===== config.mk =====
export PLATFORM = sky130hd
export DESIGN_NAME = perf_event_monitor
export DESIGN_NICKNAME = d
export VERILOG_FILES = /design/src/rtl/perf_mon_pkg.sv /design/src/rtl/perf_sat_counter.sv /design/src/rtl/perf_event_monitor.sv
export SDC_FILE = /design/constraint.sdc
export NUM_CORES = 1
export LEC_CHECK = 0
export CAP_MARGIN = 25
export CORE_ASPECT_RATIO = 0.5
export CORE_MARGIN = 8
export CORE_UTILIZATION = 45
export DETAILED_ROUTE_END_ITERATION = 8
export GPL_TIMING_DRIVEN = 1
export PLACE_DENSITY = 0.72
export RECOVER_POWER = 25
export SETUP_SLACK_MARGIN = 0.1
export SLEW_MARGIN = 20
export SYNTH_ARGS = -nofsm -noshare
export SYNTH_HDL_FRONTEND = slang
export SYNTH_SLANG_ARGS = --single-unit

===== constraint.sdc =====
create_clock -name clk_i -period 2.69 [get_ports clk_i]
set_input_delay 0.269 -clock clk_i [delete_from_list [all_inputs] [get_ports clk_i]]
set_output_delay 0.269 -clock clk_i [all_outputs]
set_load 0.1 [all_outputs]

===== src/rtl/perf_mon_pkg.sv =====
// Shared types and helpers for the performance event monitor.
package perf_mon_pkg;

  typedef enum logic [1:0] {
    ST_IDLE  = 2'd0,
    ST_RUN   = 2'd1,
    ST_PAUSE = 2'd2,
    ST_DONE  = 2'd3
  } mon_state_e;

  // The cycle counter always sits right after the event channels in the read space.
  function automatic int cycle_idx(input int num_ch);
    return num_ch;
  endfunction

  // Increment v as a w-bit value, sticking at all-ones.
  function automatic logic [63:0] sat_inc(input logic [63:0] v, input int w);
    logic [63:0] max;
    max = (w >= 64) ? '1 : ((64'd1 << w) - 64'd1);
    return (v >= max) ? max : v + 64'd1;
  endfunction

endpackage


===== src/rtl/perf_sat_counter.sv =====
// CNT_W saturating counter with synchronous clear and sticky overflow flag.
module perf_sat_counter
  import perf_mon_pkg::*;
#(
  parameter int CNT_W = 32
) (
  input  logic             clk_i,
  input  logic             rst_i,
  input  logic             clr,
  input  logic             inc,
  output logic [CNT_W-1:0] cnt,
  output logic             ovf
);

  logic at_max;
  assign at_max = &cnt;

  always_ff @(posedge clk_i or negedge rst_i) begin
    if (!rst_i) begin
      cnt <= '0;
      ovf <= 1'b0;
    end else if (clr) begin
      cnt <= '0;
      ovf <= 1'b0;
    end else if (inc) begin
      cnt <= CNT_W'(sat_inc(64'(cnt), CNT_W));
      if (at_max) ovf <= 1'b1;
    end
  end

endmodule


===== src/rtl/perf_event_monitor.sv =====
// Pipeline perf monitor: NUM_CH event counters + cycle counter, limit FSM,
// atomic snapshot bank and 1-cycle read port. Optional: PERF_MON_THRESH_IRQ_EN.
module perf_event_monitor
  import perf_mon_pkg::*;
#(
  parameter  int NUM_CH = 4,
  parameter  int CNT_W  = 32,
  localparam int IDX_W  = $clog2(NUM_CH + 1)
) (
  input  logic              clk_i,
  input  logic              rst_i,
  input  logic              start_i,
  input  logic              clear_i,
  input  logic [CNT_W-1:0]  limit_i,
  input  logic [NUM_CH-1:0] event_i,
  input  logic              snap_i,
  input  logic              rd_en_i,
  input  logic [IDX_W-1:0]  rd_idx_i,
`ifdef PERF_MON_THRESH_IRQ_EN
  input  logic [CNT_W-1:0]  thresh_i,
  input  logic [IDX_W-1:0]  thresh_sel_i,
  output logic              irq_o,
`endif
  output logic [CNT_W-1:0]  rd_data_o,
  output logic              rd_valid_o,
  output logic [NUM_CH:0]   ovf_o,
  output logic [1:0]        state_o,
  output logic              done_o
);

  localparam int CYCLE_IDX = cycle_idx(NUM_CH);

  mon_state_e                 state, state_nxt;
  logic [NUM_CH:0][CNT_W-1:0] live, bank;
  logic [NUM_CH:0]            inc;
  logic [CNT_W-1:0]           cyc_nxt, rd_mux;
  logic                       cnt_en, hit;

  // Counting follows start_i directly, so the IDLE/PAUSE->RUN edge already counts.
  assign cnt_en = start_i && (state != ST_DONE);
  assign inc    = {cnt_en, event_i & {NUM_CH{cnt_en}}};

  for (genvar k = 0; k <= NUM_CH; k++) begin : g_cnt
    perf_sat_counter #(.CNT_W(CNT_W)) u_cnt (
      .clk_i (clk_i),
      .rst_i (rst_i),
      .clr   (clear_i),
      .inc   (inc[k]),
      .cnt   (live[k]),
      .ovf   (ovf_o[k])
    );
  end

  assign cyc_nxt = CNT_W'(sat_inc(64'(live[CYCLE_IDX]), CNT_W));
  assign hit     = cnt_en && (limit_i != '0) && (cyc_nxt == limit_i);

  always_ff @(posedge clk_i or negedge rst_i) begin
    if (!rst_i) state <= ST_IDLE;
    else        state <= state_nxt;
  end

  always_comb begin
    state_nxt = state;
    case (state)
      ST_IDLE, ST_PAUSE: if (start_i) state_nxt = ST_RUN;
      ST_RUN:            if (!start_i) state_nxt = ST_PAUSE;
      default:           state_nxt = ST_DONE;
    endcase
    if (hit)     state_nxt = ST_DONE;
    if (clear_i) state_nxt = ST_IDLE;
  end

  assign state_o = state;
  assign done_o  = (state == ST_DONE);

  // Bank takes pre-increment register values, all entries on the same edge.
  always_ff @(posedge clk_i or negedge rst_i) begin
    if (!rst_i)       bank <= '0;
    else if (clear_i) bank <= '0;
    else if (snap_i)  bank <= live;
  end

  always_comb begin
    rd_mux = '0;
    for (int k = 0; k <= NUM_CH; k++)
      if (rd_idx_i == IDX_W'(k)) rd_mux = bank[k];
  end

  // Read sees the bank before any same-edge snapshot or clear.
  always_ff @(posedge clk_i or negedge rst_i) begin
    if (!rst_i) begin
      rd_valid_o <= 1'b0;
      rd_data_o  <= '0;
    end else begin
      rd_valid_o <= rd_en_i;
      if (rd_en_i) rd_data_o <= clear_i ? '0 : rd_mux;
    end
  end

`ifdef PERF_MON_THRESH_IRQ_EN
  logic [CNT_W-1:0] thr_mux;

  always_comb begin
    thr_mux = '0;
    for (int k = 0; k <= NUM_CH; k++)
      if (thresh_sel_i == IDX_W'(k)) thr_mux = live[k];
  end

  always_ff @(posedge clk_i or negedge rst_i) begin
    if (!rst_i)                                     irq_o <= 1'b0;
    else if (clear_i)                               irq_o <= 1'b0;
    else if (thresh_i != '0 && thr_mux >= thresh_i) irq_o <= 1'b1;
  end
`endif

endmodule


==> run_results.csv <==
group,metric,value,unit
sta,setup_viol,1,
logic_synthesis,synth_flop_cell,"dfrtp_1",
logic_synthesis,seq_area_frac_synth,47.8,%
power,ir_drop,0.000340,V
logic_synthesis,synth_edf_count,0,
logic_synthesis,ys_top_cells_by_count,"dfrtp_1 (360), nor2_1 (257), mux2i_1 (169)",
critical_path,end_kind,"register",
place,gp_congestion,0.896,
power,power.leakage,10.1,nW
clock_network,cts_buffer_depth,3,
critical_path,crit_family,"simple AND/OR/NAND/NOR gates",
logic_synthesis,yosysTopAreaCellShare,47.8,%
hold_path,hp-start,"start_i",
critical_path,reg2reg_from,"g_cnt[4].u_cnt.cnt[1]",
power,power,11.3,mW
clock_network,path_clk_slew,70,ps
floorplanning,dieArea,49100,um^2
cells_and_area,fillCellCount,3559,
floorplanning,die_h,161,um
critical_path,arrival,3140,ps
outcome,violations,"max-capacitance violations, max-slew violations, negative setup slack",
grt,grt_pass1_vias,14900,
clock_network,cts_buffers,35,
grt,grt-ovfl-total,0,
hold_path,hold_path_end,"state_o[0]",
logic_synthesis,yosysTopAreaCell,"dfrtp_1",
power,p_per_area,504,nW/um^2
critical_path,start_kind,"register",
critical_path,cp_num_buf_inv,4,
hold_path,worstHoldPathCells,3,
sta,finalCritPeriodShare,101,%
sta,skew,20.0,ps
critical_path,r2r_slack,-30,ps
clock_network,cts_tree,"yes",
routing,ant_nets,0,
clock_network,cts_root_buf,"clkbuf_16",
routing,drc,0,
cells_and_area,layout-drive-gt1-share,16.9,%
grt,grt_start_max_net_pins,158,
sta,worstMarginPinSlew,1960,ps
critical_path,cp_slowest_cell,"dfrtp_1",
critical_path,crit_path_frequent_cell,"buf_4",
sta,final-hold-violation-count,0,
critical_path,r2r_cells,12,
clock_network,clock_sinks,360,
logic_synthesis,synthesis.area,18800,um^2
sta,final_max_slew_viol_count,312,
critical_path,path_cells,"buf_4 > buf_6 > buf_4 > nand4_1 > nor2_1 > buf_4 > nand3_1 > xnor2_1 > mux2i_1 > nor4_2 > nand4bb_1 > o31ai_2",
logic_synthesis,syn_nets,1931,
cells_and_area,diodes,0,
logic_synthesis,synth_most_common_cell,"dfrtp_1",
cells_and_area,area_delta_synth_final,18.6,%
critical_path,crit_type,"reg -> reg",
routing,drt_iter0_drc,1481,
cells_and_area,multi_input_area,9150,um^2
grt,grt_util_all_layers,20.9,%
hold_path,min_path_type,"in -> reg",
sta,period_minus_slack,2720,ps
cells_and_area,ff_latch_area,9020,um^2
logic_synthesis,synth.area.top_cells,"dfrtp_1 (48%), mux2i_1 (9.0%), nor2_1 (5.1%)",
floorplanning,io-pin-count,86,
logic_synthesis,synth_seq_cells,360,
routing,vias_per_cell,5.88,
sta,relSlewSlack,-30.8,%
logic_synthesis,ys_warn_count,0,
place,io_buffers,85,
sta,layout_setup_ws,-25.9,ps
clock_network,clk-insertion-delay-late,530,ps
grt,grt_first_pass_wirelength,84100,um
routing,wl_per_cell,20.1,um
outcome,status,"finished with violations",
clock_network,htree_levels,2,
grt,antenna_found_initial,1,
critical_path,crit_required,3120,ps
logic_synthesis,synth_cells,1881,
routing,routed_wl,52400,um
logic_synthesis,async_flop_share,100,%
floorplanning,start_util,45.2,%
sta,fmax,368,MHz
place,place_inst,2524,
routing,drt-pass1-iter-count,8,
routing,num_vias,15300,
floorplanning,die_w,305,um
place,place_hpwl,36500,um
logic_synthesis,syn_area_per_cell,10.0,um^2
floorplanning,rows,53,
floorplanning,core-area,41600,um^2
flow_run,timing.max_cap.violations,4,
critical_path,timing.rr.end,"state_o[1]",
cells_and_area,stdcell_count,2607,
critical_path,crit_path_max_fanout,10,
cells_and_area,fin_nets,2083,
critical_path,critPathMaxStageDelay,380,ps
logic_synthesis,synth_cell_types,78,
sta,rsz0062_at_grt,"yes",
[cell usage in the layout, fill, tap and decap left out, types with 44 or more instances in the layout]
master   netlist  final
o21ai_0      137    137
buf_4          8    187
inv_1         61     61
nand3_1       68     67
mux2i_1      169    169
nor2_1       257    255
xnor2_1       52     51
dfrtp_1      360    353
a21oi_1       44     44
xor2_1        56     55
nand2_1       98     96
[tightest hold or removal path, cell delays in order]
cell and delay, ps:
clkdlybuf4s50_1 470, buf_4 110, o21a_1 110
[registers in the layout, summed over array words and instances, names as in the netlist]
name             count
bank               160
g_cnt.u_cnt.cnt    160
g_cnt.u_cnt.ovf      5
rd_data_o           32
rd_valid_o           1
state_o              2
[worst max path at each step]
stage | from | to | slack (ps) | depth (start not counted)
2_1_floorplan | g_cnt[4].u_cnt.cnt[1] | state_o[1] | 90 | 9
3_3_place_gp | start_i | state_o[1] | -160 | 9
3_5_place_dp | start_i | state_o[1] | -240 | 9
4_1_cts | g_cnt[4].u_cnt.cnt[1] | state_o[1] | 20 | 10
5_1_grt | g_cnt[4].u_cnt.cnt[12] | state_o[1] | -170 | 10
6_report | g_cnt[4].u_cnt.cnt[1] | state_o[1] | -30 | 12
[per-stage QoR]
stage	setup TNS, ps	util (%)	hold WS [ps]	instance area (um^2)	setup slack [ps]
6_report	-25.9	53.7	470	22300	-25.9
5_1_grt	-3080	53.7	489	22300	-169
4_1_cts	0	53.5	224	22300	17.0
3_5_place_dp	-615	50.3	250	21000	-238
3_3_place_gp	-278	50.3	245	21000	-156
2_1_floorplan	0	-	-26.6	18900	87.2
[layer usage]
| layer | up-vias | GRT usage (%) | routed length, um |
|---|---|---|---|
| li1 | 7071 | - | - |
| met1 | 7701 | 30.9 | 24500 |
| met2 | 465 | 31.7 | 23600 |
| met3 | 83 | 3.43 | 3060 |
| met4 | 0 | 5.43 | 1120 |
| met5 | - | 0 | 0 |
[power by group]
group	internal, mW	switching (mW)
registers	5.43	0.0178
logic	0.271	0.505
clock network	2.94	2.10
total	8.64	2.62
[cells by family (layout without fill, tap and decap cells)]
kind of cell               Yosys count  after routing  share of synthesized area (%)
AOI/OAI and AO/OA                  379            379                           12.9
xor gates and xnor gates           109            109                           5.14
adders and majority gates            6              6                          0.385
buffers and inverters              196            372                           4.28
DFF                                360            360                           47.8
muxes                              203            203                           12.9
and+or+nand+nor                    628            628                           16.5
[repair_timing]
item,4_1_cts,5_1_grt
pin swaps,10,9
hold buffers,1,0
setup buffers,9,12
gates resized for setup,15,19
hold endpoints to repair,55,0
gates cloned,0,0
endpoints found under the setup margin,22,57
[area by class of cell]
cell class                 instances  share of cell area (%)
tap                              550                    3.08
sequential                       360                    40.4
inverter                          61                    1.02
clock inverter                    11                   0.633
multi-input combinational       1325                    40.9
timing repair buffer             250                    9.37
clock buffer                      50                    4.57
Note: power is estimated with default switching activity, not from simulation.
